**src/rtl/dom_fresh_mask_gen_if.sv**
```systemverilog
// Seed and fresh-mask handshake bundle for dom_fresh_mask_gen.
// master = the mask generator, slave = the seed source / mask consumer side.
interface dom_fresh_mask_gen_if #(
  parameter int ZW = 2,
  parameter int BW = 2
);
  logic [31:0]   SeedxDI;
  logic          SeedValidxSI;
  logic          SeedReadyxSO;
  logic [ZW-1:0] Zmul1xDO;
  logic [ZW-1:0] Zmul2xDO;
  logic [ZW-1:0] Zmul3xDO;
  logic [BW-1:0] Bmul1xDO;
  logic [BW-1:0] Bmul2xDO;
  logic [BW-1:0] Bmul3xDO;
  logic          RndValidxSO;
  logic          RndReadyxSI;
  logic          ReseedReqxSO;

  modport master (
    input  SeedxDI, SeedValidxSI, RndReadyxSI,
    output SeedReadyxSO, Zmul1xDO, Zmul2xDO, Zmul3xDO,
           Bmul1xDO, Bmul2xDO, Bmul3xDO, RndValidxSO, ReseedReqxSO
  );

  modport slave (
    output SeedxDI, SeedValidxSI, RndReadyxSI,
    input  SeedReadyxSO, Zmul1xDO, Zmul2xDO, Zmul3xDO,
           Bmul1xDO, Bmul2xDO, Bmul3xDO, RndValidxSO, ReseedReqxSO
  );
endinterface

```
**src/rtl/dom_fresh_mask_gen.sv**
```systemverilog
// 64-bit LFSR fresh-mask source for the DOM masked S-box; one K-bit word per handshake.
// Optional reseed-interval expiry is enabled by defining FRESH_MASK_RESEED_EN.
module dom_fresh_mask_gen #(
  parameter int SHARES          = 2,
  parameter int BW              = 2,
  parameter int RESEED_INTERVAL = 1024
) (
  input logic                  ClkxCI,
  input logic                  RstxBI,
  dom_fresh_mask_gen_if.master bus
);
  localparam int ZW = SHARES * (SHARES - 1);
  localparam int K  = 3 * ZW + 3 * BW;

  if (K > 64) begin : g_k_too_wide
    $error("dom_fresh_mask_gen: K = %0d exceeds the 64-bit LFSR state", K);
  end
  if (RESEED_INTERVAL < 1) begin : g_bad_interval
    $error("dom_fresh_mask_gen: RESEED_INTERVAL must be at least 1");
  end

  typedef enum logic [1:0] {
    UNSEEDED = 2'd0,
    SEED_HI  = 2'd1,
`ifdef FRESH_MASK_RESEED_EN
    RUN      = 2'd2,
    EXPIRED  = 2'd3
`else
    RUN      = 2'd2
`endif
  } state_e;

  // K Fibonacci steps of x^64+x^63+x^61+x^60+1, unrolled into one cycle.
  function automatic logic [63:0] lfsr_adv(input logic [63:0] s);
    logic [63:0] r;
    r = s;
    for (int i = 0; i < K; i++) r = {r[62:0], r[63] ^ r[62] ^ r[60] ^ r[59]};
    return r;
  endfunction

  state_e      state, state_nxt;
  logic [63:0] s, s_nxt;
  logic        seed_fire, word_fire;
  logic        run_nxt;

`ifdef FRESH_MASK_RESEED_EN
  localparam int CW = $clog2(RESEED_INTERVAL + 1);
  logic [CW-1:0] cnt, cnt_nxt;
`endif

  assign seed_fire        = bus.SeedValidxSI;
  assign word_fire        = (state == RUN) && bus.RndReadyxSI;
  assign bus.SeedReadyxSO = 1'b1;

  // NOTE: every variable gets a default at the top so no path leaves it unassigned (no latches).
  always_comb begin
    state_nxt = state;
    s_nxt     = s;
`ifdef FRESH_MASK_RESEED_EN
    cnt_nxt   = cnt;
`endif
    if (word_fire) begin
      s_nxt = lfsr_adv(s);
`ifdef FRESH_MASK_RESEED_EN
      cnt_nxt = cnt + CW'(1);
      if (cnt_nxt == CW'(RESEED_INTERVAL)) state_nxt = EXPIRED;
`endif
    end
    // A seed beat overrides the word advance for the low half and the next state.
    if (seed_fire) begin
      if (state == SEED_HI) begin
        s_nxt     = {bus.SeedxDI, s[31:0]};
        if (s_nxt == 64'h0) s_nxt = 64'h1;
        state_nxt = RUN;
`ifdef FRESH_MASK_RESEED_EN
        cnt_nxt   = '0;
`endif
      end else begin
        s_nxt[31:0] = bus.SeedxDI;
        state_nxt   = SEED_HI;
      end
    end
  end

  assign run_nxt = (state_nxt == RUN);

  // NOTE: sequential state uses non-blocking assignments so all registers update together.
  always_ff @(posedge ClkxCI or negedge RstxBI) begin
    if (!RstxBI) begin
      state            <= UNSEEDED;
      s                <= '0;
`ifdef FRESH_MASK_RESEED_EN
      cnt              <= '0;
`endif
      bus.Zmul1xDO     <= '0;
      bus.Zmul2xDO     <= '0;
      bus.Zmul3xDO     <= '0;
      bus.Bmul1xDO     <= '0;
      bus.Bmul2xDO     <= '0;
      bus.Bmul3xDO     <= '0;
      bus.RndValidxSO  <= 1'b0;
      bus.ReseedReqxSO <= 1'b1;
    end else begin
      state <= state_nxt;
      s     <= s_nxt;
`ifdef FRESH_MASK_RESEED_EN
      cnt   <= cnt_nxt;
`endif
      // Outputs are registered copies of the next word, zeroed outside RUN.
      bus.Zmul1xDO    <= run_nxt ? s_nxt[ZW-1:0]              : '0;
      bus.Zmul2xDO    <= run_nxt ? s_nxt[2*ZW-1:ZW]           : '0;
      bus.Zmul3xDO    <= run_nxt ? s_nxt[3*ZW-1:2*ZW]         : '0;
      bus.Bmul1xDO    <= run_nxt ? s_nxt[3*ZW+BW-1:3*ZW]      : '0;
      bus.Bmul2xDO    <= run_nxt ? s_nxt[3*ZW+2*BW-1:3*ZW+BW] : '0;
      bus.Bmul3xDO    <= run_nxt ? s_nxt[K-1:3*ZW+2*BW]       : '0;
      bus.RndValidxSO <= run_nxt;
`ifdef FRESH_MASK_RESEED_EN
      bus.ReseedReqxSO <= (state_nxt == UNSEEDED) || (state_nxt == EXPIRED);
`else
      bus.ReseedReqxSO <= (state_nxt == UNSEEDED);
`endif
    end
  end
endmodule

```
**src/flat_wrapper.sv**
```systemverilog
// flat-port wrapper written by rule: the top's interface ports become plain ports
module dom_fresh_mask_gen_flat 
#(
  parameter int SHARES          = 2,
  parameter int BW              = 2,
  parameter int RESEED_INTERVAL = 1024
)
  (ClkxCI, RstxBI, bus_SeedxDI, bus_SeedValidxSI, bus_RndReadyxSI, bus_SeedReadyxSO, bus_Zmul1xDO, bus_Zmul2xDO, bus_Zmul3xDO, bus_Bmul1xDO, bus_Bmul2xDO, bus_Bmul3xDO, bus_RndValidxSO, bus_ReseedReqxSO);
  dom_fresh_mask_gen_if #(.ZW((SHARES * (SHARES - 1))), .BW(BW)) bus_i ();
  input logic ClkxCI;
  input logic RstxBI;
  input wire logic [$bits(bus_i.SeedxDI)-1:0] bus_SeedxDI;
  input wire logic [$bits(bus_i.SeedValidxSI)-1:0] bus_SeedValidxSI;
  input wire logic [$bits(bus_i.RndReadyxSI)-1:0] bus_RndReadyxSI;
  output wire logic [$bits(bus_i.SeedReadyxSO)-1:0] bus_SeedReadyxSO;
  output wire logic [$bits(bus_i.Zmul1xDO)-1:0] bus_Zmul1xDO;
  output wire logic [$bits(bus_i.Zmul2xDO)-1:0] bus_Zmul2xDO;
  output wire logic [$bits(bus_i.Zmul3xDO)-1:0] bus_Zmul3xDO;
  output wire logic [$bits(bus_i.Bmul1xDO)-1:0] bus_Bmul1xDO;
  output wire logic [$bits(bus_i.Bmul2xDO)-1:0] bus_Bmul2xDO;
  output wire logic [$bits(bus_i.Bmul3xDO)-1:0] bus_Bmul3xDO;
  output wire logic [$bits(bus_i.RndValidxSO)-1:0] bus_RndValidxSO;
  output wire logic [$bits(bus_i.ReseedReqxSO)-1:0] bus_ReseedReqxSO;
  assign bus_i.SeedxDI = bus_SeedxDI;
  assign bus_i.SeedValidxSI = bus_SeedValidxSI;
  assign bus_i.RndReadyxSI = bus_RndReadyxSI;
  assign bus_SeedReadyxSO = bus_i.SeedReadyxSO;
  assign bus_Zmul1xDO = bus_i.Zmul1xDO;
  assign bus_Zmul2xDO = bus_i.Zmul2xDO;
  assign bus_Zmul3xDO = bus_i.Zmul3xDO;
  assign bus_Bmul1xDO = bus_i.Bmul1xDO;
  assign bus_Bmul2xDO = bus_i.Bmul2xDO;
  assign bus_Bmul3xDO = bus_i.Bmul3xDO;
  assign bus_RndValidxSO = bus_i.RndValidxSO;
  assign bus_ReseedReqxSO = bus_i.ReseedReqxSO;
  dom_fresh_mask_gen #(.SHARES(SHARES), .BW(BW), .RESEED_INTERVAL(RESEED_INTERVAL)) u_core (.ClkxCI(ClkxCI), .RstxBI(RstxBI), .bus(bus_i));
endmodule
```
**config.mk**
```make
export PLATFORM = sky130hd
export DESIGN_NAME = dom_fresh_mask_gen_flat
export DESIGN_NICKNAME = d
export VERILOG_FILES = /design/src/rtl/dom_fresh_mask_gen_if.sv /design/src/rtl/dom_fresh_mask_gen.sv /design/src/flat_wrapper.sv
export SDC_FILE = /design/constraint.sdc
export NUM_CORES = 1
export LEC_CHECK = 0
export ABC_AREA = 1
export CORE_ASPECT_RATIO = 1.75
export CORE_MARGIN = 2
export CORE_UTILIZATION = 52
export CTS_BUF_LIST = sky130_fd_sc_hd__clkbuf_4
export CTS_CLUSTER_DIAMETER = 150
export DETAILED_ROUTE_END_ITERATION = 10
export PLACE_DENSITY = 0.87
export SETUP_SLACK_MARGIN = 0.4
export SYNTH_ARGS = -nofsm -noshare
export SYNTH_HDL_FRONTEND = slang
export SYNTH_SLANG_ARGS = --single-unit
```
**constraint.sdc**
```tcl
create_clock -name ClkxCI -period 1.4 [get_ports ClkxCI]
set_input_delay 0.21 -clock ClkxCI [delete_from_list [all_inputs] [get_ports ClkxCI]]
set_output_delay 0.21 -clock ClkxCI [all_outputs]
set_load 0.03 [all_outputs]
```
Word level (Yosys, flattened, before mapping)
Cells that the tools add are included.
{"block": "classes", "n_eq_ne": 4, "n_mux": 13, "n_bitwise": 36, "reduce_logical": 5}
{"operator": "two-way mux 64 bit", "n": 3}
{"operator": "zero test 64 bit", "n": 1}
{"operator": "two-way mux 32 bit", "n": 2}
{"operator": "XOR 1 bit", "n": 36}
{"operator": "two-way mux 2 bit", "n": 8}
{"operator": "equality test 2 bit, second input constant", "n": 2}
{"operator": "!= test 3 bit, second input constant", "n": 1}
{"operator": "equality test 2 x 1 -> 1 bit, second input constant", "n": 1}
{"operator": "zero test 2 bit", "n": 1}
{"operator": "AND reduction 2 bit", "n": 1}
{"operator": "nonzero test 2 bit", "n": 1}
{"operator": "logical AND 1 bit", "n": 1}
{"block": "word_totals", "regBits": 80, "in_bits": 36, "output_inout_bits": 15, "elab_cells": 69}

Logic depth before layout (Yosys ltp)
{"block": "logic_depth", "depth_word": 7, "depth_mapped": 11, "ltp_nobuf": 10}

Least setup slack after synthesis
No wires, ideal clock.
{"block": "synth_timing", "kind": "reg-to-reg", "start": "reg u_core.s[27]", "end": "reg u_core.s[13]", "setup_ns": 0.116, "arrival_ns": 1.213, "t_required_ns": 1.284, "setup_slack_ns": 0.070, "stages_incl_launch_ff": 12, "n_path_buf": 1, "synth_period_minus_slack_ns": 1.330, "path_cell_list": "dfrtp_1 -> nor2_1 -> nand2_1 -> nor2_1 -> nand2_1 -> nor2_1 -> nand2_1 -> nand2_1 -> nand2_1 -> buf_2 -> nand2_1 -> nand2_1"}
{"block": "synth_via", "elab_chain_cells": 3}
{"item": "from (decl)", "line": "dom_fresh_mask_gen.sv:42", "rtl": "logic [63:0] s, s_nxt;"}
{"item": "from (signal assigned)", "line": "dom_fresh_mask_gen.sv:105", "rtl": "s <= s_nxt;"}
{"item": "zero test 64 bit", "line": "dom_fresh_mask_gen.sv:73", "rtl": "if (s_nxt == 64'h0) s_nxt = 64'h1;"}
{"item": "!= test 3 bit (no line)"}
{"item": "AND reduction 2 bit (no line)"}
No other way between the ends.
A chain may end at the register's enable or synchronous reset.

Worst setup path in the final report
{"block": "layout_timing", "start": "reg u_core.state[0]", "end": "reg u_core.s[23]"}
{"block": "layout_via", "elab_chain_cells": 4, "word_cells_on_any_way": 8, "cone_classes": "eq/ne: 3; mux: 2; reduce/logical: 3"}
{"item": "from (decl)", "line": "dom_fresh_mask_gen.sv:41", "rtl": "state_e state, state_nxt;"}
{"item": "from (signal assigned)", "line": "dom_fresh_mask_gen.sv:104", "rtl": "state <= state_nxt;"}
{"item": "equality test 2 bit", "line": "dom_fresh_mask_gen.sv:52", "rtl": "assign word_fire = (state == RUN) && bus.RndReadyxSI;"}
{"item": "logical AND 1 bit", "line": "dom_fresh_mask_gen.sv:52"}
{"item": "nonzero test 2 bit (no line)"}
{"item": "AND reduction 2 bit (no line)"}
Several ways; a longest one is shown, not always the timed one.

==> run summary <==
placed cell count = 785
critical path class = reg -> reg
Final Cycle Share = 121%
CTS root buf = clkbuf_4
Int Power = 0.00743 W
ratio of cells with drive above 1 in the final layout = 31.1%
cell taking the most area after synthesis = dfrtp_1
Psw = 0.00605 W
Leak = 3.20 nW
Worst EP required = 1.81 ns
maximum VDD drop = 0.00122 V
Critical Path Start Type = flop
die extent in y = 124 um
DRC viols = 0
Die X = 72.6 um
Synth top area share = 46.2%
critical path endpoint category = flop
FF+latch area = 2000 um2
setup ws final = -0.294 ns
Syn Area/Cell = 7.35 um2
CTS tree = done
clk sink count = 80
most frequent cell after synthesis = nand2_1
clock slew at reported path FFs = 0.16 ns
Worst Path Arrival = 2.10 ns
worst-path cell chain = buf_6 -> nor2_4 -> buf_6 -> buf_12 -> buf_8 -> nand3_1 -> o21ai_0 -> inv_1 -> nand2_1
vias in the first global route = 4682
final RePlAce weighted congestion = 0.929
switching portion of total power = 44.9%
Final setup viols = 76
Power Density = 2130 nW/um2
Final nets = 768
Max H-tree Level = 3
Initial DRT Pass Iterations = 5
max-cap violations = 0
Core ar. = 7960 um2
Bufs on Longest Clock Path = 2
Slew Limit Fails = 0
Cells after Synth = 583
endpoints failing hold = 0
Syn Nets = 619
post-route clock skew = 0.0367 ns
Cell Area, Synth = 4280 um2
Via Count = 4894
DR vias/cell = 5.91
#FFs+latches synth = 80
EDFF count, synth = 0
top cells by count, synth = nand2_1, nor2_1, dfrtp_1
Multi-input gate area = 2140 um2
most frequent CP cell = buf_6
clk_lat worst skew = 0.49 ns
Clk pwr share = 13.0%
filler instances = 459
Total GRT Usage = 34.4%
Syn. warnings = 0
Crit-path slowest cell = dfrtp_1
status = complete, but fails checks
critical path's largest stage delay = 0.45 ns
antenna violations before repair = 1
Max Clock Freq = 590 MHz
Period minus WS final = 1.69 ns
Wirelength per Cell = 20.0 um
RSZ-0062 raised after global routing = yes
combinational fraction of design power = 55.3%
dominant synthesized flop cell = dfrtp_1
I/O Buffers = 49
first-pass GRT wire length = 22.9 mm
die area = 9010 um2
Num CTS Buffers = 9
Seq/Total Area, Yosys = 46.8%
grt met1 use = 36.6%
fin cells = 828
Top delay family on crit path = buffers and inverters
register share of total power = 31.7%
Area contributors post-synth = dfrtp_1, nand2_1, nor2_1, o21ai_0, inv_1
post-route ant nets = 0
Fin Setup TNS = -13.61 ns
violated checks = setup timing
crit path max fanout = 8
Hold Crit Class = in -> async
met3 Use GR = 6.23%
total routed wirelength = 16.6 mm
R2R cell count = 9
ys async rst share = 100%
peak-usage layer in the global routing report = met2
DR iter-0 viols = 700
Worst Path Buf+Inv = 5
row cnt = 43
library cells used by synthesis = 24
flop-to-flop setup slack = -0.29 ns
r2r endpoint = u_core.s[23]
DPL Wire Length = 10.3 mm
r2r startpoint = u_core.state[0]
count of boundary I/O pins = 51
Starting Density = 53.8%
met2 Track Usage GR = 59.1%
pin count of the biggest net entering global routing = 51
grt ovf = 0
area grow syn2layout = 48.1%
worst reg2reg max path, cell delays in order (launching register included):
cell and delay (ns):
dfrtp_1 0.45, buf_6 0.15, nor2_4 0.16, buf_6 0.15
buf_12 0.14, buf_8 0.13, nand3_1 0.11, o21ai_0 0.14
inv_1 0.11, nand2_1 0.09
cells in the final DEF (no fill, tap or decap), drive strengths merged:
cell type        n
dfstp            1
o21ai           69
nor3             2
a21oi           10
diode            1
o22ai           34
o211ai           3
bufinv           3
xnor2           10
conb             1
clkinv           3
nand3           20
nor2            90
xor2            10
nand2          143
clkinvlp         1
inv             82
clkbuf          10
clkdlybuf4s50   34
buf            131
dfrtp           79
dlygate4sd3      1
cells by family after synthesis:
family / count (synthesis) / synth area share (%)
buffers and inverters: 111 / 10.8
AO/OA/AOI/OAI: 116 / 14.8
AND/OR/NAND/NOR: 255 / 23.5
XOR/XNOR: 20 / 4.09
flip-flops: 80 / 46.8
other: 1 / 0.0876
flip-flops by register name, indices dropped and copies added, names as in the netlist, 2 cells and up:
register             count
u_core.bus.Zmul2xDO      2
u_core.bus.Bmul2xDO      2
u_core.s                64
u_core.bus.Zmul1xDO      2
u_core.bus.Zmul3xDO      2
u_core.bus.Bmul1xDO      2
u_core.state             2
u_core.bus.Bmul3xDO      2
per-layer routing:
layer,vias up,part of all wire [%]
li1,2135,-
met1,2286,34
met2,355,50
met3,118,7.0
met4,0,9.2
met5,-,0
worst max-delay path by stage:
| stage | start | to | slack [ns] | cells past startpoint |
|---|---|---|---|---|
| final | u_core.state[0] | u_core.s[23] | -0.29 | 9 |
| after global routing | u_core.s[23] | u_core.s[23] | -0.39 | 11 |
| after CTS | u_core.s[13] | u_core.s[16] | -0.18 | 11 |
| after detailed placement | bus_SeedxDI[31] | u_core.s[16] | -0.45 | 12 |
| after global placement | bus_RndReadyxSI | u_core.s[32] | -0.42 | 7 |
| after floorplan | u_core.s[27] | u_core.s[13] | 0.11 | 11 |
layout make-up:
cell class	count	share of cell area [%]
multi-input combinational	392	33.7
sequential	80	31.6
timing repair buffer	167	25.1
inverter	82	4.97
tap	90	1.78
clock inverter	7	1.74
clock buffer	9	1.07
antenna	1	0.0395
stage by stage:
stage	util (%)	setup slack (ns)	hold WS, ns	instance area (um2)	power (W)
6_report	79.6	-0.294	0.0930	6340	0.0135
5_1_grt	79.6	-0.392	0.107	6340	0.0140
4_1_cts	76.9	-0.180	0.116	6120	0.0124
3_5_place_dp	69.1	-0.451	0.0766	5500	0.00977
3_3_place_gp	69.1	-0.424	0.0771	5500	0.00952
2_1_floorplan	-	0.113	-0.0856	4330	0.00731
what timing repair did:
| action | CTS | global route |
|---|---|---|
| gates resized for setup | 173 | 40 |
| pin swaps | 29 | 29 |
| hold buffers | 1 | 0 |
| buffers inserted | 12 | 10 |
| setup endpoints to repair | 94 | 94 |
| gates cloned | 3 | 0 |
| endpoints found under the hold margin | 79 | 0 |
power by group through the flow:
stage / sequential (W) / combinational (W) / clock (W)
floorplan: 0.00418 / 0.00313 / 0
global placement: 0.00406 / 0.00545 / 0
detailed placement: 0.00412 / 0.00565 / 0
CTS: 0.00412 / 0.00658 / 0.00172
global route: 0.00431 / 0.00788 / 0.00183
finish: 0.00427 / 0.00746 / 0.00176
No activity file was read; power rests on OpenSTA's default activity.
==> RTL edit (same settings) <==
Add a define of `FRESH_MASK_RESEED_EN`.
--- a/src/rtl/dom_fresh_mask_gen.sv
+++ b/src/rtl/dom_fresh_mask_gen.sv
@@ -1,5 +1,7 @@
 // 64-bit LFSR fresh-mask source for the DOM masked S-box; one K-bit word per handshake.
 // Optional reseed-interval expiry is enabled by defining FRESH_MASK_RESEED_EN.
+`define FRESH_MASK_RESEED_EN
+
 module dom_fresh_mask_gen #(
   parameter int SHARES          = 2,
   parameter int BW              = 2,
Behaviour: no difference found for any inputs over 4 cycles, from zero or initial values and one cycle with RstxBI low; that may be too few to reach the edited logic, so the function may still have changed.
==> RTL edit against the unedited design <==
The flow still finishes with violations (setup timing). Sequential cell count grew 11. Setup slack lost 540 ps. Total power grew 33%. Routed wire length grew 61%. Final area grew 35%. Count of clock-buffer cells in the layout grew 2. Cell count grew 20%. Utilization grew 7.6 points. Synthesized area grew 23%. Critical path type unchanged.
==> RTL edit: results (changes against the unedited design) <==
peakVddDrop_uv: 1301  # +7.0%
cp-startpoint: "u_core.cnt[3]"
grt_pass1_wl_um: 35140  # +53%
grtUsageMet2: 0.7083  # +0.1174
wl_met1_um: 7866  # +39%
wl_met2_um: 12410  # +51%
critPathTopFamily: "simple AND/OR/NAND/NOR gates"
finalWirelength_um: 26650  # +61%
clk_share: 0.01879  # -0.009225
cp_max_fo: 6  # -2
critPathMaxStageDelay_ps: 470  # +20 ps
synth_area_leaders: "dfrtp_1, nand2_1, nand3_2"
nNonClkBuffers: 224  # +34%
drt_iter0_drc: 720  # +2.9%
drive_above_1_share: 0.5052  # +0.1945
fillCellCount: 436  # -5.0%
placedCellCount: 921  # +17%
status: "finished, violations left"
setup_slack_ps: -832.4  # -538.7 ps
layout.nonclk_buf_frac: 0.2730  # +0.02223
dpl.hpwl_um: 13380  # +30%
placed_area_um2: 6740  # +22%
n_all_inverters: 69  # -16%
setup_viol: 90  # +18%
violations: "setup timing"
gr-usage-met1: 0.4419  # +0.07553
grt_use_met3: 0.1385  # +0.07622
routabilityCongestion: 1.019  # +9.7%
clock_sinks: 91  # +14%
route.met3.wl_um: 2907  # +150%
num_vias: 6499  # +33%
totalNegativeSetupSlack_ps: -40580  # -26,970 ps
grt_start_max_net_pins: 34  # -33%
clkbuf_count: 11  # +2
multi_input_comb_cells: 469  # +20%
syn_nets: 696  # +12%
pre_cts_slack_ps: -721.2  # -270.1 ps
synth.yosys.seq_area_share: 0.4335  # -0.03425
synthTopCellsByCount: "nand2_1, dfrtp_1, nor2_1, inv_2"
clock_skew_ps: 42.73  # +6.034 ps
dieArea_um2: 10960  # +22%
yosysUniqueCellTypes: 36  # +50%
nets: 902  # +17%
drt-pass1-iter-count: 9  # +4
grt_usage: 0.4446  # +0.1002
arrival_ps: 2590  # +490 ps
multi_input_area_um2: 3347  # +57%
syn_avg_cell_area_um2: 7.988  # +8.7%
worstRegToRegCells: 13  # +4
## RTL edit: changes by cell type after synthesis, sizes merged, moves of 11 or more
cell	unedited run	this run
a21oi	10	26
o21ai	69	50
inv	82	67
dfrtp	79	90
o22ai	34	0
nor2	90	78
nand3	20	47
a32oi	0	12
nand2	143	194
## RTL edit: final timing paths
kind                       slack (ps)                 endpoint
max                              -830   u_core.bus.Bmul1xDO[0]
min                               130             u_core.s[46]
max reg2reg                      -830   u_core.bus.Bmul1xDO[0]
min reg2reg                       510             u_core.s[18]
max in group asynchronous         700  u_core.bus.ReseedReqxSO
min in group ClkxCI               450             u_core.s[49]
## RTL edit: what timing repair did
| action | in CTS | in global routing |
|---|---|---|
| hold buffers | 1 | 0 |
| setup buffers | 29 | 11 |
| hold endpoints to repair | 90 | 0 |
| resized for setup | 256 | 74 |
| pin swaps | 42 | 28 |
| endpoints found under the setup margin | 105 | 105 |
| gates cloned | 15 | 1 |
## RTL edit: through the flow
step / hold WS, ps / power (mW) / utilization
floorplan: -85.59 / 9.039 / -
global placement: 111.4 / 11.48 / 0.6843
detailed placement: 113.3 / 11.77 / 0.6843
finish: 132.9 / 17.99 / 0.8720
global route: 146.1 / 18.57 / 0.8720
CTS: 144.5 / 15.60 / 0.8260
## RTL edit: cells by family after synthesis
| logic type | Yosys count | synth area share |
|---|---|---|
| AO/OA/AOI/OAI | 113 | 0.1557 |
| XOR/XNOR | 19 | 0.03166 |
| adder cells (fa/ha/maj) | 2 | 0.004760 |
| buffers and inverters | 101 | 0.08474 |
| flip-flops | 91 | 0.4335 |
| other | 1 | 0.0007134 |
| AND/OR/NAND/NOR | 331 | 0.2890 |
## RTL edit: power breakdown
part           switching [mW]  internal, mW  total [mW]
Clock                    1.01         0.759        1.77
Sequential               1.22          3.71        4.94
Combinational            6.39          4.89        11.3
